`src/rtl/smart_timer_if.sv`:
```
// rtl/smart_timer_if.sv - timer request/response handshake between controller and smart_timer
//
// Purpose: groups the t_* request and response signals into one bundle.
// Signals:
//   t_start   controller -> timer  load t_length and begin counting
//   t_length  controller -> timer  interval in time units (5 bits)
//   t_freeze  controller -> timer  hold count and prescaler while high
//   t_done    timer -> controller  one-cycle pulse on expiry
//   t_flicker timer -> controller  one-cycle pulse per decrement inside the flicker window
//   t_count   timer -> controller  remaining units (5 bits)
//   t_busy    timer -> controller  high while an interval is running or frozen
// Modports: master = controller side, slave = timer side.

interface smart_timer_if;
    logic       t_start;
    logic [4:0] t_length;
    logic       t_freeze;
    logic       t_done;
    logic       t_flicker;
    logic [4:0] t_count;
    logic       t_busy;

    modport master (
        output t_start, t_length, t_freeze,
        input  t_done, t_flicker, t_count, t_busy
    );

    modport slave (
        input  t_start, t_length, t_freeze,
        output t_done, t_flicker, t_count, t_busy
    );
endinterface

```
`src/rtl/smart_timer.sv`:
```
// rtl/smart_timer.sv - countdown timer answering the traffic-light controller's t_* requests
//
// Purpose: counts down t_length time units of TICK_DIV clocks each, reports
// expiry with t_done and pulses t_flicker on each decrement that lands inside
// the flicker window. Optional feature macro: SMART_TIMER_FLICKER_EN
// (undefined: t_flicker is tied to 0 and its comparison logic is absent).
// Parameters:
//   TICK_DIV        clock cycles per time unit (1..65535)
//   FLICKER_WINDOW  remaining-count threshold for t_flicker pulses
// Ports:
//   clk      system clock, rising edge
//   reset_n  asynchronous active-low reset
//   tif      smart_timer_if.slave (t_start/t_length/t_freeze in,
//            t_done/t_flicker/t_count/t_busy out)

module smart_timer #(
    parameter int unsigned TICK_DIV       = 50,
    parameter logic [4:0]  FLICKER_WINDOW = 5'd4
) (
    input  logic         clk,
    input  logic         reset_n,
    smart_timer_if.slave tif
);

    localparam int unsigned   PW     = (TICK_DIV > 1) ? $clog2(TICK_DIV) : 1;
    localparam logic [PW-1:0] P_LAST = PW'(TICK_DIV - 1);

    typedef enum logic [1:0] {
        ST_IDLE = 2'd0,
        ST_RUN  = 2'd1,
        ST_HOLD = 2'd2
    } state_t;

    state_t        r_state;
    state_t        w_state_nxt;
    logic [4:0]    r_count;
    logic [4:0]    w_count_nxt;
    logic [PW-1:0] r_presc;
    logic [PW-1:0] w_presc_nxt;
    logic          r_expire;
    logic          w_expire_nxt;
    logic          r_done;
    logic          r_busy;
    logic [4:0]    w_count_dec;
    logic          w_dec_en;

    assign w_count_dec = r_count - 5'd1;

    // A unit elapses on the last prescaler cycle of a non-frozen active
    // interval; a simultaneous start discards the interval instead.
    assign w_dec_en = (r_state != ST_IDLE) && !tif.t_start && !tif.t_freeze
                      && (r_presc == P_LAST);

    always_ff @(posedge clk or negedge reset_n) begin
        if (!reset_n) begin
            r_state  <= ST_IDLE;
            r_count  <= 5'd0;
            r_presc  <= '0;
            r_expire <= 1'b0;
        end else begin
            r_state  <= w_state_nxt;
            r_count  <= w_count_nxt;
            r_presc  <= w_presc_nxt;
            r_expire <= w_expire_nxt;
        end
    end

    always_comb begin
        w_state_nxt  = r_state;
        w_count_nxt  = r_count;
        w_presc_nxt  = r_presc;
        w_expire_nxt = 1'b0;
        if (tif.t_start) begin
            w_count_nxt  = tif.t_length;
            w_presc_nxt  = '0;
            w_state_nxt  = (tif.t_length == 5'd0) ? ST_IDLE : ST_RUN;
            w_expire_nxt = (tif.t_length == 5'd0);
        end else begin
            case (r_state)
                ST_RUN, ST_HOLD: begin
                    if (tif.t_freeze) begin
                        w_state_nxt = ST_HOLD;
                    end else begin
                        // Leaving HOLD advances the prescaler on the same edge,
                        // so each frozen cycle costs exactly one cycle.
                        w_state_nxt = ST_RUN;
                        if (r_presc == P_LAST) begin
                            w_presc_nxt = '0;
                            w_count_nxt = w_count_dec;
                            if (r_count == 5'd1) begin
                                w_state_nxt  = ST_IDLE;
                                w_expire_nxt = 1'b1;
                            end
                        end else begin
                            w_presc_nxt = r_presc + 1'b1;
                        end
                    end
                end
                default: begin
                end
            endcase
        end
    end

    // Output stage: t_done and t_busy trail the internal state by one edge,
    // which yields the L*TICK_DIV+1 start-to-done latency.
    always_ff @(posedge clk or negedge reset_n) begin
        if (!reset_n) begin
            r_done <= 1'b0;
            r_busy <= 1'b0;
        end else begin
            r_done <= r_expire && !tif.t_start;
            r_busy <= (r_state != ST_IDLE);
        end
    end

    assign tif.t_done  = r_done;
    assign tif.t_busy  = r_busy;
    assign tif.t_count = r_count;

`ifdef SMART_TIMER_FLICKER_EN
    logic r_flick_evt;
    logic r_flicker;

    // Decrement to zero is excluded: expiry is reported by t_done alone.
    always_ff @(posedge clk or negedge reset_n) begin
        if (!reset_n) begin
            r_flick_evt <= 1'b0;
            r_flicker   <= 1'b0;
        end else begin
            r_flick_evt <= w_dec_en && (w_count_dec != 5'd0)
                           && (w_count_dec <= FLICKER_WINDOW);
            r_flicker   <= r_flick_evt && !tif.t_start;
        end
    end

    assign tif.t_flicker = r_flicker;
`else
    assign tif.t_flicker = 1'b0;
`endif

endmodule

```
`src/flat_wrapper.sv`:
```
// flat-port wrapper written by rule: the top's interface ports become plain ports
module smart_timer_flat 
#(
    parameter int unsigned TICK_DIV       = 50,
    parameter logic [4:0]  FLICKER_WINDOW = 5'd4
)
  (clk, reset_n, tif_t_start, tif_t_length, tif_t_freeze, tif_t_done, tif_t_flicker, tif_t_count, tif_t_busy);
  smart_timer_if tif_i ();
  input  logic clk;
  input  logic reset_n;
  input wire logic [$bits(tif_i.t_start)-1:0] tif_t_start;
  input wire logic [$bits(tif_i.t_length)-1:0] tif_t_length;
  input wire logic [$bits(tif_i.t_freeze)-1:0] tif_t_freeze;
  output wire logic [$bits(tif_i.t_done)-1:0] tif_t_done;
  output wire logic [$bits(tif_i.t_flicker)-1:0] tif_t_flicker;
  output wire logic [$bits(tif_i.t_count)-1:0] tif_t_count;
  output wire logic [$bits(tif_i.t_busy)-1:0] tif_t_busy;
  assign tif_i.t_start = tif_t_start;
  assign tif_i.t_length = tif_t_length;
  assign tif_i.t_freeze = tif_t_freeze;
  assign tif_t_done = tif_i.t_done;
  assign tif_t_flicker = tif_i.t_flicker;
  assign tif_t_count = tif_i.t_count;
  assign tif_t_busy = tif_i.t_busy;
  smart_timer #(.TICK_DIV(TICK_DIV), .FLICKER_WINDOW(FLICKER_WINDOW)) u_core (.clk(clk), .reset_n(reset_n), .tif(tif_i));
endmodule
```
`config.mk`:
```
export PLATFORM = sky130hd
export DESIGN_NAME = smart_timer_flat
export DESIGN_NICKNAME = d
export VERILOG_FILES = /design/src/rtl/smart_timer_if.sv /design/src/rtl/smart_timer.sv /design/src/flat_wrapper.sv
export SDC_FILE = /design/constraint.sdc
export NUM_CORES = 1
export LEC_CHECK = 0
export ABC_AREA = 1
export CORE_UTILIZATION = 45
export CTS_CLUSTER_DIAMETER = 80
export DETAILED_ROUTE_END_ITERATION = 10
export PLACE_DENSITY = 0.75
export SYNTH_ARGS = -nofsm -noshare
export SYNTH_HDL_FRONTEND = slang
export SYNTH_SLANG_ARGS = --single-unit
```
`constraint.sdc`:
```
create_clock -name clk -period 1.3 [get_ports clk]
set_input_delay 0.26 -clock clk [delete_from_list [all_inputs] [get_ports clk]]
set_output_delay 0.26 -clock clk [all_outputs]
set_load 0.1 [all_outputs]
```
# [Word-level counts from Yosys, hierarchy flattened]
# Cells that the tools add are included.
[totals] ff_bits=16 inputBits=9 output_inout_bits=8 word_cells=41
[op_classes] add_sub_neg=2 n_eq_ne=5 n_mux=19 n_reduce_logical=9
[op_table] op="6-bit two-way mux" n=4
[op_table] op="5-bit two-way mux" n=4
[op_table] op="2-bit two-way mux" n=4
[op_table] op="1-bit two-way mux" n=7
[op_table] op="6-bit by 1-bit adder with 6-bit output (second input constant)" n=1
[op_table] op="6-bit equality test (second input constant)" n=1
[op_table] op="2-bit nonzero test" n=3
[op_table] op="5-bit by 1-bit equality test with 1-bit output (second input constant)" n=1
[op_table] op="5-bit zero test" n=1
[op_table] op="5-bit by 1-bit subtractor with 5-bit output (second input constant)" n=1
[op_table] op="3-bit AND reduction" n=1
[op_table] op="2-bit by 1-bit equality test with 1-bit output (second input constant)" n=1
[op_table] op="2-bit equality test (second input constant)" n=1
[op_table] op="2-bit != test (second input constant)" n=1
[op_table] op="2-bit AND reduction" n=1
[op_table] op="2-bit OR reduction" n=1
[op_table] op="1-bit logical AND" n=1
[op_table] op="1-bit zero test" n=1

# [Depth between registers and ports, before layout]
[logic_depth] word_depth=6 mapped_depth=8 mapped_depth_nobuf=8

# [Worst setup path before layout]
# Ideal clock, no wire load.
[synth_timing] path_kind="register to register" start="register u_core.r_count[0], in the netlist u_core.tif.t_count[0]" end="register u_core.r_count[2], in the netlist u_core.tif.t_count[2]" setup_ps=125 arrival_time_ps=1716 setup_slack_ps=-541 path_stages_with_launch=7 n_path_buf=0 period_less_slack_ps=1841 cell_sequence="dfrtp_1 -> inv_1 -> ha_1 -> nand2_1 -> nand2_1 -> a21boi_0 -> o21ai_1"
[synth_between] elab_chain_len=5
[synth_rtl] item="start: declaration" line="smart_timer.sv:36" text="logic [4:0] r_count;"
[synth_rtl] item="start signal: assignment" line="smart_timer.sv:62" text="r_count <= w_count_nxt;"
[synth_rtl] item="5-bit by 1-bit subtractor with 5-bit output" line="smart_timer.sv:47" text="assign w_count_dec = r_count - 5'd1;"
[synth_rtl] item="5-bit two-way mux" line="smart_timer.sv:87" text="if (r_presc == P_LAST) begin"
[synth_rtl] item="5-bit two-way mux" line="smart_timer.sv:81" text="if (tif.t_freeze) begin"
[synth_rtl] item="5-bit two-way mux" line="smart_timer.sv:79" text="case (r_state)"
[synth_rtl] item="5-bit two-way mux" line="smart_timer.sv:73" text="if (tif.t_start) begin"
# Every way passes these cells. The select of a mux whose other input is x is not followed.
# A chain may end at the register's enable or synchronous reset.

# [Final worst setup path]
[layout_timing] start="register u_core.r_count[0], in the netlist u_core.tif.t_count[0]" end="output port tif_t_count[0]"
[layout_lines] item="end: declaration" line="flat_wrapper.sv:16" text="output wire logic [$bits(tif_i.t_count)-1:0] tif_t_count;"
# No word-level cell between the ends.

==> qor.csv <==
stage;metric;value;unit
global_routing;antenna violations before repair;0;
detailed_routing;number of iterations in the first detailed-routing pass;3;
synth;post-synthesis sequential area ratio;0.410;
min_path;hold crit path type;primary input to async pin;
finish;area grow syn2layout;39.4;%
power_and_ir_drop;PD cells;1580;mW/mm²
synth;number of flops mapped to enable cells by yosys;0;
synth;Cell Area, Synth;976;µm²
detailed_routing;DRC;0;
timing;Final setup viols;0;
die;die width;48.6;µm
placed_design;HPWL Detailed;1480;µm
synth;asr flop ratio synth;1.00;
timing;period utilisation layout;0.967;
die;core box area;0.00200;mm²
power_and_ir_drop;P_leak;0.000665;µW
finish;register area;412;µm²
die;die extent in y;48.6;µm
detailed_routing;final WL;1820;µm
synth;synth warn;0;
critical_path;r2r worst-path depth;7;
placed_design;RePlAce Congestion;0.845;
cts;maximum clock path buffer count;2;
critical_path;cell count along the critical path;1;
die;DIE AREA;0.00236;mm²
cts;CTS clk-pin slew, worst paths;0.09;ns
timing;Final min period;1.26;ns
timing;Max Slew Vio Count;0;
timing;Worst Clk Skew;0.00402;ns
critical_path;Arrival @ worst endpoint;1.00;ns
detailed_routing;Via-to-Cell Ratio;4.65;
finish;fin area;0.00136;mm²
placed_design;I/O Buffers;15;
synth;ys flop type;dfrtp_1;
synth;Yosys reg bits;16;
finish;nets@finish;167;
cts;CTS Buf Count;3;
timing;Max Clk Rate;796;MHz
run_status;status;finished clean;
finish;layout filler cell count;169;
critical_path;CP required;1.04;ns
cts;CTS H-tree depth;1;
detailed_routing;post-route antenna net violation count;0;
global_routing;first-pass GRT wire length;3390;µm
critical_path;CP Max Fanout;5;
timing;Final Hold Viols;0;
global_routing;largest net degree at the start of global routing;17;
critical_path;CP top delay family;flip-flops;
die;number of core rows;16;
cts;later-pin clock latency in the skew report;0.28;ns
finish;share of layout cells above drive strength 1;0.283;
placed_design;placed cell areas;0.00126;mm²
finish;ANT cells;0;
detailed_routing;DR vias;832;
detailed_routing;1st-iter DRT viols;6;
synth;gate count of the mapped netlist;130;
critical_path;WS Path Type;flip-flop to output pin;
synth;Yosys cell types;22;
synth;syn_nets;144;
power_and_ir_drop;Peak VDD IR;1310;µV
critical_path;CP Capture Type;output pin;
synth;syn avg cell area;7.51;µm²
global_routing;GRT Residual Overflow;0;
cts;root buf cell;clkbuf_4;
run;max capacitance violation total;0;
detailed_routing;WL/cell;10.2;µm
critical_path;max incr delay on CP;0.53;ns
die;initial core utilization;0.488;
global_routing;vias in the first global route;818;
timing;RSZ-0062 raised after global routing;true;
cts;TritonCTS clock tree;done;
cts;clk sinks;16;
global_routing;GRT Util Overall;0.186;
finish;Multi-input gate area;509;µm²
timing;hold_ws;0.287;ns
critical_path;crit path max-delay cell type;dfrtp_4;
critical_path;CP bufs+invs;1;
critical_path;Worst setup SP type;flip-flop;
die;IO Count;17;
critical_path;critical path, cell by cell;buf_12;
## through the flow
step           instances  total power [µW]  utilization   TNS (ns)  worst slack [ns]
5_1_grt              179              2300        0.679   -0.00348          -0.00348
4_1_cts              177              2140        0.651          0            0.0162
6_report             179              2150        0.679          0            0.0433
2_1_floorplan        130              1410            -  -0.000919         -0.000919
3_5_place_dp         173              1800        0.632     -0.652           -0.0930
3_3_place_gp         173              1780        0.632     -0.554           -0.0940
## logic make-up (layout without fill, tap and decap cells)
family,after synthesis,count (layout),share of synthesized area
AO/OA/AOI/OAI,13,13,0.0705
buffers and inverters,26,48,0.126
XOR/XNOR,2,2,0.0180
flip-flops,16,16,0.410
other,1,1,0.00384
AND/OR/NAND/NOR,67,67,0.308
adder cells (fa/ha/maj),5,5,0.0641
## layer usage
metal / wire, µm / global-route usage / share of wire / up-vias
met4: 12 / 0.0882 / 0.0066 / 0
met5: 0 / 0 / 0 / -
met2: 895 / 0.317 / 0.49 / 11
li1: - / - / - / 445
met1: 866 / 0.231 / 0.48 / 374
met3: 47 / 0.0283 / 0.026 / 2
## layout make-up
cell class / count / share of cell area
multi-input cells: 88 / 0.374
clock buffers: 4 / 0.0267
well taps: 27 / 0.0248
inverters: 23 / 0.0672
repair buffers: 21 / 0.204
flip-flops and latches: 16 / 0.303
## flip-flops by register name (all words and copies together) (netlist names)
| register | count |
|---|---|
| u_core.tif.t_count | 5 |
| u_core.r_state | 2 |
| u_core.r_presc | 6 |
| u_core.r_expire | 1 |
| u_core.tif.t_busy | 1 |
| u_core.tif.t_done | 1 |
## timing repair
| action | in CTS | in global routing |
|---|---|---|
| hold buffers | 0 | 0 |
| setup buffers | 0 | 2 |
| hold endpoints to repair | 0 | 0 |
| setup endpoints to repair | 1 | 12 |
| pin swaps | 0 | 2 |
| gates cloned | 0 | 0 |
| resized for setup | 1 | 12 |
## Yosys cell counts, drive strengths merged, types with 2 or more instances
master  number  area, µm²
nand2       40        173
inv         23       88.8
dfrtp       16        400
nor2        15       61.3
nand3       11       60.1
o21ai        8       40.0
ha           5       62.6
a21oi        3       15.0
buf          3       33.8
xor2         2       17.5
## worst register-to-register path: cells and delay by family, from the launching register on
family	cells	cell delay, ns
xor gates and xnor gates	1	0.16
adders and majority gates	1	0.20
buffers and inverters	1	0.08
DFF	1	0.39
and+or+nand+nor	4	0.32
## layout by cell type (no fill, tap or decap), types with 2 or more instances in the layout
cell type,instances
dfrtp_1,11
o21ai_0,3
clkdlybuf4s50_1,8
nor2_1,12
inv_1,16
buf_12,8
o21ai_1,5
dfrtp_2,3
inv_4,2
ha_4,2
dfrtp_4,2
nand3_1,9
a21oi_1,2
nand2_4,2
inv_2,5
nand2_2,2
buf_4,5
clkbuf_4,3
ha_1,3
xor2_1,2
nand2_1,35
nand3_2,2
nor2_2,3
## worst paths after layout
path	end	startpoint	slack, ns
worst max-delay path	tif_t_count[0]	u_core.tif.t_count[0]	0.04
worst min-delay path	u_core.r_expire	reset_n	0.29
worst max register to register	u_core.r_presc[2]	u_core.r_state[1]	0.06
worst min register to register	u_core.tif.t_done	u_core.r_expire	0.48
max in group asynchronous	u_core.tif.t_count[2]	reset_n	0.82
min in group clk	u_core.tif.t_done	u_core.r_expire	0.48
## report_power, final
group          switching, µW  internal [µW]  total, µW
Combinational            692            417       1110
Sequential               133            593        726
Clock                    150            170        320
Total                    974           1180       2150
No activity file was read; power rests on OpenSTA's default activity.
